===== src/rtl/pipe_stage_reg_pkg.sv =====
// pipe_stage_reg_pkg: shared pipeline state encoding and default widths
package pipe_stage_reg_pkg;
    typedef enum logic [1:0] {EMPTY = 2'd0, ONE = 2'd1, FULL = 2'd2} state_t;
    localparam int WORD_W     = 32;
    localparam int REG_W      = 5;
    localparam int CTRL_W_DEF = 2;
    localparam int DATA_W_DEF = 2 * WORD_W + REG_W;
endpackage


===== src/rtl/pipe_entry_reg.sv =====
// pipe_entry_reg: valid+ctrl+data register; clear zeroes valid/ctrl but keeps data
module pipe_entry_reg
    import pipe_stage_reg_pkg::*;
#(
    parameter int CTRL_W = CTRL_W_DEF,
    parameter int DATA_W = DATA_W_DEF
) (
    input  logic              clk,
    input  logic              rst,
    input  logic              i_load,
    input  logic              i_clear,
    input  logic [CTRL_W-1:0] i_ctrl,
    input  logic [DATA_W-1:0] i_data,
    output logic              o_valid,
    output logic [CTRL_W-1:0] o_ctrl,
    output logic [DATA_W-1:0] o_data
);
    logic              r_valid;
    logic [CTRL_W-1:0] r_ctrl;
    logic [DATA_W-1:0] r_data;
    always_ff @(posedge clk) begin
        if (rst) begin
            r_valid <= 1'b0;
            r_ctrl  <= '0;
            r_data  <= '0;
        end else if (i_clear) begin
            r_valid <= 1'b0;
            r_ctrl  <= '0;
        end else if (i_load) begin
            r_valid <= 1'b1;
            r_ctrl  <= i_ctrl;
            r_data  <= i_data;
        end
    end
    assign o_valid = r_valid;
    assign o_ctrl  = r_ctrl;
    assign o_data  = r_data;
endmodule


===== src/rtl/pipe_stage_reg.sv =====
// pipe_stage_reg: elastic pipeline stage (SKID=1 two-entry, SKID=0 single-entry)
module pipe_stage_reg
    import pipe_stage_reg_pkg::*;
#(
    parameter int DATA_W = DATA_W_DEF,
    parameter int CTRL_W = CTRL_W_DEF,
    parameter bit SKID   = 1'b1
) (
    input  logic              clk,
    input  logic              rst,
    input  logic              flush,
    input  logic              in_valid,
    output logic              in_ready,
    input  logic [CTRL_W-1:0] in_ctrl,
    input  logic [DATA_W-1:0] in_data,
    output logic              out_valid,
    input  logic              out_ready,
    output logic [CTRL_W-1:0] out_ctrl,
    output logic [DATA_W-1:0] out_data,
    output logic [1:0]        count
);
    state_t            r_state, w_next;
    logic              r_in_ready;
    logic              w_acc, w_pop;
    logic              w_head_load, w_head_clear, w_skid_load, w_skid_clear;
    logic              w_skid_valid;
    logic [CTRL_W-1:0] w_skid_ctrl;
    logic [DATA_W-1:0] w_skid_data;
    assign in_ready = !rst && (SKID ? r_in_ready : (!out_valid || out_ready));
    assign w_acc    = in_valid && in_ready;
    assign w_pop    = out_valid && out_ready;
    assign count    = (r_state == FULL) ? 2'd2 : (r_state == ONE) ? 2'd1 : 2'd0;
    always_ff @(posedge clk) begin
        if (rst) begin
            r_state    <= EMPTY;
            r_in_ready <= 1'b1;
        end else begin
            r_state    <= w_next;
            r_in_ready <= (w_next != FULL);
        end
    end
    always_comb begin
        w_next       = r_state;
        w_head_load  = 1'b0;
        w_head_clear = flush;
        w_skid_load  = 1'b0;
        w_skid_clear = flush;
        if (flush) w_next = EMPTY;
        else begin
            case (r_state)
                EMPTY: begin
                    w_head_load = w_acc;
                    w_next      = w_acc ? ONE : EMPTY;
                end
                ONE: begin
                    w_head_load  = w_acc && w_pop;
                    w_skid_load  = w_acc && !w_pop;
                    w_head_clear = w_pop && !w_acc;
                    w_next       = (w_acc && !w_pop) ? FULL : (w_pop && !w_acc) ? EMPTY : ONE;
                end
                FULL: begin
                    w_head_load  = w_pop;
                    w_skid_clear = w_pop;
                    w_next       = w_pop ? ONE : FULL;
                end
                default: w_next = EMPTY;
            endcase
        end
    end
    // a pop from FULL promotes the skid entry into the head
    pipe_entry_reg #(.CTRL_W(CTRL_W), .DATA_W(DATA_W)) u_head (
        .clk     (clk),
        .rst     (rst),
        .i_load  (w_head_load),
        .i_clear (w_head_clear),
        .i_ctrl  (w_skid_valid ? w_skid_ctrl : in_ctrl),
        .i_data  (w_skid_valid ? w_skid_data : in_data),
        .o_valid (out_valid),
        .o_ctrl  (out_ctrl),
        .o_data  (out_data)
    );
    if (SKID) begin : g_skid
        pipe_entry_reg #(.CTRL_W(CTRL_W), .DATA_W(DATA_W)) u_skid (
            .clk     (clk),
            .rst     (rst),
            .i_load  (w_skid_load),
            .i_clear (w_skid_clear),
            .i_ctrl  (in_ctrl),
            .i_data  (in_data),
            .o_valid (w_skid_valid),
            .o_ctrl  (w_skid_ctrl),
            .o_data  (w_skid_data)
        );
    end else begin : g_noskid
        assign w_skid_valid = 1'b0;
        assign w_skid_ctrl  = '0;
        assign w_skid_data  = '0;
    end
endmodule

===== config.mk =====
export PLATFORM = sky130hd
export DESIGN_NAME = pipe_stage_reg
export DESIGN_NICKNAME = d
export VERILOG_FILES = /design/src/rtl/pipe_stage_reg_pkg.sv /design/src/rtl/pipe_entry_reg.sv /design/src/rtl/pipe_stage_reg.sv
export SDC_FILE = /design/constraint.sdc
export NUM_CORES = 1
export LEC_CHECK = 0
export BUFFER_PORTS_ARGS = -buffer_cell sky130_fd_sc_hd__buf_4
export CORE_MARGIN = 4
export CORE_UTILIZATION = 30
export DETAILED_ROUTE_END_ITERATION = 8
export PLACE_DENSITY = 0.5
export SLEW_MARGIN = 25
export SYNTH_ARGS = -nofsm -noshare
export SYNTH_HDL_FRONTEND = slang
export SYNTH_HIERARCHICAL = 1
export SYNTH_SLANG_ARGS = --single-unit

===== constraint.sdc =====
create_clock -name clk -period 1.7 [get_ports clk]
set_input_delay 0.255 -clock clk [delete_from_list [all_inputs] [get_ports clk]]
set_output_delay 0.255 -clock clk [all_outputs]
set_load 0.05 [all_outputs]

==> results of run 1 <==
## synth_stat cells
| library cell | count |
|---|---|
| nor2_1 | 5 |
| nand4bb_1 | 138 |
| nor2b_2 | 1 |
| a22o_1 | 1 |
| a221oi_1 | 1 |
| buf_2 | 6 |
| o21ai_2 | 20 |
| clkbuf_1 | 30 |
| nor3b_1 | 1 |
| mux2i_1 | 4 |
| buf_12 | 2 |
| nand2b_1 | 138 |
| o21ai_1 | 10 |
| o211ai_1 | 1 |
| a21o_1 | 1 |
| mux2_1 | 1 |
| nor3_1 | 7 |
| o21ai_0 | 108 |
| mux2_4 | 70 |
| and4b_1 | 1 |
| buf_1 | 6 |
| dfxtp_1 | 147 |
| a21o_2 | 1 |
| nor2b_4 | 2 |
| and2b_1 | 1 |
| and3b_4 | 1 |
| ha_1 | 3 |
| clkbuf_2 | 22 |
| a211oi_2 | 1 |
| and3b_1 | 1 |
| inv_1 | 2 |
| or2_1 | 1 |
| nand2_1 | 1 |
| buf_4 | 5 |
| and2_1 | 1 |
| buf_6 | 13 |
| nor2b_1 | 1 |
## worst max-delay path, cell delays in order (launching register included)
cell and delay [ps]:
dfxtp_2 320, and3b_4 190, ha_4 160, a221oi_4 300
nor2_4 80, nor2b_4 150, buf_6 140, buf_16 160
o21ai_2 130
## cells by family after synthesis
| kind of cell | after synthesis | synth area share (%) |
|---|---|---|
| AND/OR/NAND/NOR | 300 | 32.3 |
| flip-flops | 147 | 36.9 |
| multiplexers | 75 | 13.8 |
| AO/OA/AOI/OAI | 144 | 10.3 |
| buffers and inverters | 86 | 6.35 |
| adder cells (fa/ha/maj) | 3 | 0.470 |
## area by class of cell
cell class / instances / share of cell area, %
Multi-Input combinational cell: 522 / 44.4
Sequential cell: 147 / 28.4
Timing Repair Buffer: 198 / 18.1
Clock buffer: 20 / 4.20
Tap cell: 335 / 4.03
Clock inverter: 12 / 0.782
Inverter: 2 / 0.0721
## per-layer routing
layer  GRT usage (%)  vias to the layer above  wire [um]
li1                -                     3005          -
met1            20.9                     2852      11300
met2            23.8                       99      10800
met3            2.96                        9        661
met4            3.27                        0        184
met5               0                        -          0
## flip-flops by register name, summed over array words and instances (netlist names)
register	cells
g_skid.u_skid/o_data	69
u_head/o_data	69
g_skid.u_skid/o_ctrl	2
r_state	2
u_head/o_ctrl	2
g_skid.u_skid/o_valid	1
r_in_ready	1
u_head/o_valid	1
## metrics by stage
stage	total power [mW]	area, um^2	worst slack, ps
after CTS	8.06	10200	-30.3
after global placement	4.54	9450	-191
after detailed placement	4.53	9450	-210
after floorplan	4.19	8010	-0.392
final	7.93	10400	-17.8
after global routing	8.26	10400	-82.4
## power by group through the flow
| stage | registers (mW) | clock network, mW | logic (mW) |
|---|---|---|---|
| CTS | 3.51 | 3.55 | 1.00 |
| global placement | 3.59 | 0 | 0.949 |
| global route | 3.51 | 3.68 | 1.07 |
| detailed placement | 3.59 | 0 | 0.947 |
| finish | 3.51 | 3.42 | 1.01 |
| floorplan | 3.70 | 0 | 0.487 |
## path summary, 6_finish.rpt
check / from / end / cells past startpoint
setup / recovery: r_in_ready / u_head/o_data[49] / 8
hold / removal: in_data[38] / g_skid.u_skid/o_data[38] / 3
setup reg to reg: r_in_ready / u_head/o_data[49] / 8
hold reg to reg: u_head/o_data[38] / u_head/o_data[38] / 2
## repair_timing
action / 4_1_cts / 5_1_grt
gates resized for setup: 71 / 21
cloned: 4 / 6
buffers inserted: 5 / 4
pin swaps: 3 / 2
endpoints found under the setup margin: 71 / 136
==> results.sh, run 1 <==
export IMPL_holdWs_ps=112
export IMPL_overflow=0
export IMPL_worstPathArrival_ps=2060
export IMPL_seq_area_um2=2950
export IMPL_syn_nets=834
export IMPL_place_gp_congestion=0.737
export IMPL_final_common_cell="buf_4"
export IMPL_critPathKind="register to register"
export IMPL_final_nets=967
export IMPL_numPlacedInstances=1187
export IMPL_synthTopCellsByArea="dfxtp_1 37%, nand4bb_1 19%, mux2_4 13%"
export IMPL_clk_latency_ps=420
export IMPL_htreeDepth=4
export IMPL_tritoncts="yes"
export IMPL_layout_drive_gt1_share_pct=38.2
export IMPL_maxSlewHeadroom_pct=66.5
export IMPL_fp_coreArea_um2=26100
export IMPL_pin_count=151
export IMPL_r2r_slack_ps=-20
export IMPL_power_leakage_nw=3.93
export IMPL_p_sw_mw=2.05
export IMPL_grt_pass1_vias=5999
export IMPL_synth_seq_cells=147
export IMPL_antennaDiodeCount=0
export IMPL_antenna_found_initial=0
export IMPL_dr_pass1_iters=4
export IMPL_fp_dieArea_um2=29300
export IMPL_port_buffer_count=150
export IMPL_avgSynthCellArea_um2=10.6
export IMPL_clkTransAtPathRegs_ps=70
export IMPL_p_comb_share_pct=12.7
export IMPL_fp_dieW_um=171
export IMPL_drv_slew=0
export IMPL_critPathLaunchType="register"
export IMPL_p_int_mw=5.88
export IMPL_drv_cap=0
export IMPL_ys_warn_count=6
export IMPL_synth_top_area_cell="dfxtp_1"
export IMPL_die_h_um=171
export IMPL_seq_power_share_pct=44.2
export IMPL_p_sw_share_pct=25.9
export IMPL_crit_path_max_fanout=10
export IMPL_syn_instance_count=755
export IMPL_vias_per_cell=4.83
export IMPL_finalHoldViolations=0
export IMPL_fmax_mhz=582
export IMPL_clkPwrFrac_pct=43.1
export IMPL_tightest_slew_ps=503
export IMPL_crit_path_end_kind="register"
export IMPL_route_vias_total=5965
export IMPL_multi_input_area_um2=4620
export IMPL_timing_setup_tns_ps=-165
export IMPL_cp_data_required_time_ps=2050
export IMPL_powerDensity_nw_per_um2=762
export IMPL_setup_viol=18
export IMPL_ctsHoldBuffers=0
export IMPL_start_util_pct=30.6
export IMPL_grt_pass1_wl_mm=34.5
export IMPL_synth_area_um2=7990
export IMPL_track_usage_pct=14.9
export IMPL_violations="setup timing"
export IMPL_period_share_pct=101
export IMPL_numCtsBuffers=17
export IMPL_layout_common_cells="164 x buf_4, 143 x dfxtp_1, 138 x nand2b_1, 138 x nand4bb_1, 70 x mux2_4"
export IMPL_clock_sinks=147
export IMPL_rows=59
export IMPL_fin_util_pct=39.8
export IMPL_hold_path_class="input pin to register"
export IMPL_wl_per_cell_um=18.6
export IMPL_min_period_ps=1720
export IMPL_fin_cells=1236
export IMPL_hpwlAfterDp_mm=13.0
export IMPL_clockBufferDepth=2
export IMPL_fillers=2615
export IMPL_fin_ws_ps=-17.8
export IMPL_grt_max_degree=119
export IMPL_drt_total_wl_mm=23.0
export IMPL_vdd_drop_max_mv=0.543
export IMPL_clk_root_buffer_cell="clkbuf_16"
export IMPL_synth_top_area_share_pct=36.9
export IMPL_syn2layout_area_growth_pct=30.3
export IMPL_rsz0062_at_grt="true"
export IMPL_drtAntennaViolNets=0
export IMPL_drc=0
export IMPL_synth_seq_area_share_pct=36.9
export IMPL_skew_ps=14.3
export IMPL_drt_initial_drc_count=293
export IMPL_status="complete, but fails checks"
export IMPL_synth_distinct_cells=37
Power figures use the tool's default switching activity.
==> run 2: changes to the inputs <==
--- a/config.mk
+++ b/config.mk
@@ -10,6 +10,7 @@
 export CORE_UTILIZATION = 30
 export DETAILED_ROUTE_END_ITERATION = 8
 export PLACE_DENSITY = 0.5
+export RECOVER_POWER = 25
 export SLEW_MARGIN = 25
 export SYNTH_ARGS = -nofsm -noshare
 export SYNTH_HDL_FRONTEND = slang
==> results.sh, run 2 (synthesis results as in run 1) <==
export IMPL_status="complete, but fails checks"
export IMPL_syn2layout_area_growth_pct=29.2
export IMPL_fin_util_pct=39.5
export IMPL_min_period_ps=1740
export IMPL_timing_setup_tns_ps=-192
export IMPL_powerDensity_nw_per_um2=768
export IMPL_wl_per_cell_um=18.6
export IMPL_pin_count=151
export IMPL_dpl_instance_area_um2=9450
export IMPL_vdd_drop_max_mv=0.538
export IMPL_drtAntennaViolNets=0
export IMPL_numCtsBuffers=17
export IMPL_fin_cells=1236
export IMPL_tightest_slew_ps=648
export IMPL_numPlacedInstances=1187
export IMPL_rsz0062_at_grt="true"
export IMPL_cp_data_required_time_ps=2000
export IMPL_grt_pass1_vias=5999
export IMPL_critPathTopFamily="simple AND/OR/NAND/NOR gates"
export IMPL_crit_path_max_fanout=22
export IMPL_dr_pass1_iters=4
export IMPL_hpwlAfterDp_mm=13.0
export IMPL_fin_ws_ps=-36.1
export IMPL_fp_coreArea_um2=26100
export IMPL_start_util_pct=30.6
export IMPL_overflow=0
export IMPL_slowest_delay_ps=320
export IMPL_drt_initial_drc_count=268
export IMPL_vias_per_cell=4.83
export IMPL_hold_path_class="input pin to register"
export IMPL_final_common_cell="dfxtp_1"
export IMPL_setup_viol=21
export IMPL_violations="setup timing"
export IMPL_skew_ps=14.0
export IMPL_tritoncts="yes"
export IMPL_die_h_um=171
export IMPL_seq_area_um2=2950
export IMPL_layout_common_cells="143 x dfxtp_1, 140 x buf_4, 138 x nand2b_1, 138 x nand4bb_1, 70 x mux2_4"
export IMPL_clockBufferDepth=2
export IMPL_crit_chain="and3b_4, ha_4, a221oi_4, nor2_4, buf_6, buf_16, nand4bb_1, o21ai_1"
export IMPL_critPathLaunchType="register"
export IMPL_clkTransAtPathRegs_ps=70
export IMPL_power_leakage_nw=3.83
export IMPL_layout_drive_gt1_share_pct=35.6
export IMPL_p_int_mw=5.87
export IMPL_rows=59
export IMPL_ctsHoldBuffers=0
export IMPL_fmax_mhz=576
export IMPL_pre_cts_ws_ps=-210
export IMPL_critPathBufInv=2
export IMPL_port_buffer_count=150
export IMPL_track_usage_pct=14.9
export IMPL_p_sw_share_pct=25.9
export IMPL_clkPwrFrac_pct=43.1
export IMPL_worstPathArrival_ps=2040
export IMPL_seq_power_share_pct=44.3
export IMPL_p_sw_mw=2.05
export IMPL_fp_dieW_um=171
export IMPL_drv_slew=0
export IMPL_final_area_um2=10300
export IMPL_clk_root_buffer_cell="clkbuf_16"
export IMPL_drv_cap=0
export IMPL_antennaDiodeCount=0
export IMPL_critPathKind="register to register"
export IMPL_fillers=2629
export IMPL_finalPower_mw=7.92
export IMPL_final_nets=967
export IMPL_holdWs_ps=113
export IMPL_fp_dieArea_um2=29300
export IMPL_drt_total_wl_mm=23.0
export IMPL_p_comb_share_pct=12.6
export IMPL_grt_max_degree=119
export IMPL_route_vias_total=5976
export IMPL_crit_path_end_kind="register"
export IMPL_finalHoldViolations=0
export IMPL_period_share_pct=102
export IMPL_grt_pass1_wl_mm=34.5
export IMPL_htreeDepth=4
export IMPL_clk_latency_ps=420
export IMPL_maxSlewHeadroom_pct=56.9
export IMPL_clock_sinks=147
export IMPL_multi_input_area_um2=4620
export IMPL_antenna_found_initial=0
export IMPL_cp_slowest_cell="dfxtp_2"
export IMPL_place_gp_congestion=0.737
export IMPL_drc=0
-- run 2: layout make-up --
class                      instances  share of cell area, %
clock inverter                    12                  0.788
clock buffer                      20                   4.23
timing repair buffer             198                   17.4
inverter                           2                 0.0728
multi-input combinational        522                   44.8
sequential                       147                   28.6
tap                              335                   4.06
-- run 2: per-layer routing --
metal	GRT usage, %	share of wire, %	wire [um]	vias to the layer above
li1	-	-	-	3007
met1	20.9	49	11300	2854
met2	23.8	47	10800	103
met3	2.96	2.9	671	12
met4	3.27	0.85	195	0
met5	0	0	0	-
-- run 2: power by group through the flow --
stage	clock [mW]	sequential [mW]	combinational (mW)
after floorplan	0	3.70	0.487
after global placement	0	3.59	0.949
after detailed placement	0	3.59	0.947
after CTS	3.55	3.51	1.00
after global routing	3.68	3.51	1.06
final	3.41	3.51	0.996
-- run 2: path summary, 6_finish.rpt --
check,cells after the start,to,start,slack [ps]
worst max-delay path,8,u_head/o_data[28],r_in_ready,-40
worst min-delay path,3,g_skid.u_skid/o_data[38],in_data[38],110
worst max register to register,8,u_head/o_data[28],r_in_ready,-40
worst min register to register,2,u_head/o_data[38],u_head/o_data[38],460
-- run 2: worst min-delay path, stage by stage --
cell and delay (ps):
buf_4 80, nand4bb_1 80, o21ai_0 70
-- run 2: what timing repair did --
action	CTS	global route
endpoints found under the hold margin	0	0
setup buffers	5	4
resized for setup	71	21
setup endpoints to repair	71	136
cloned	4	6
pin swaps	3	2
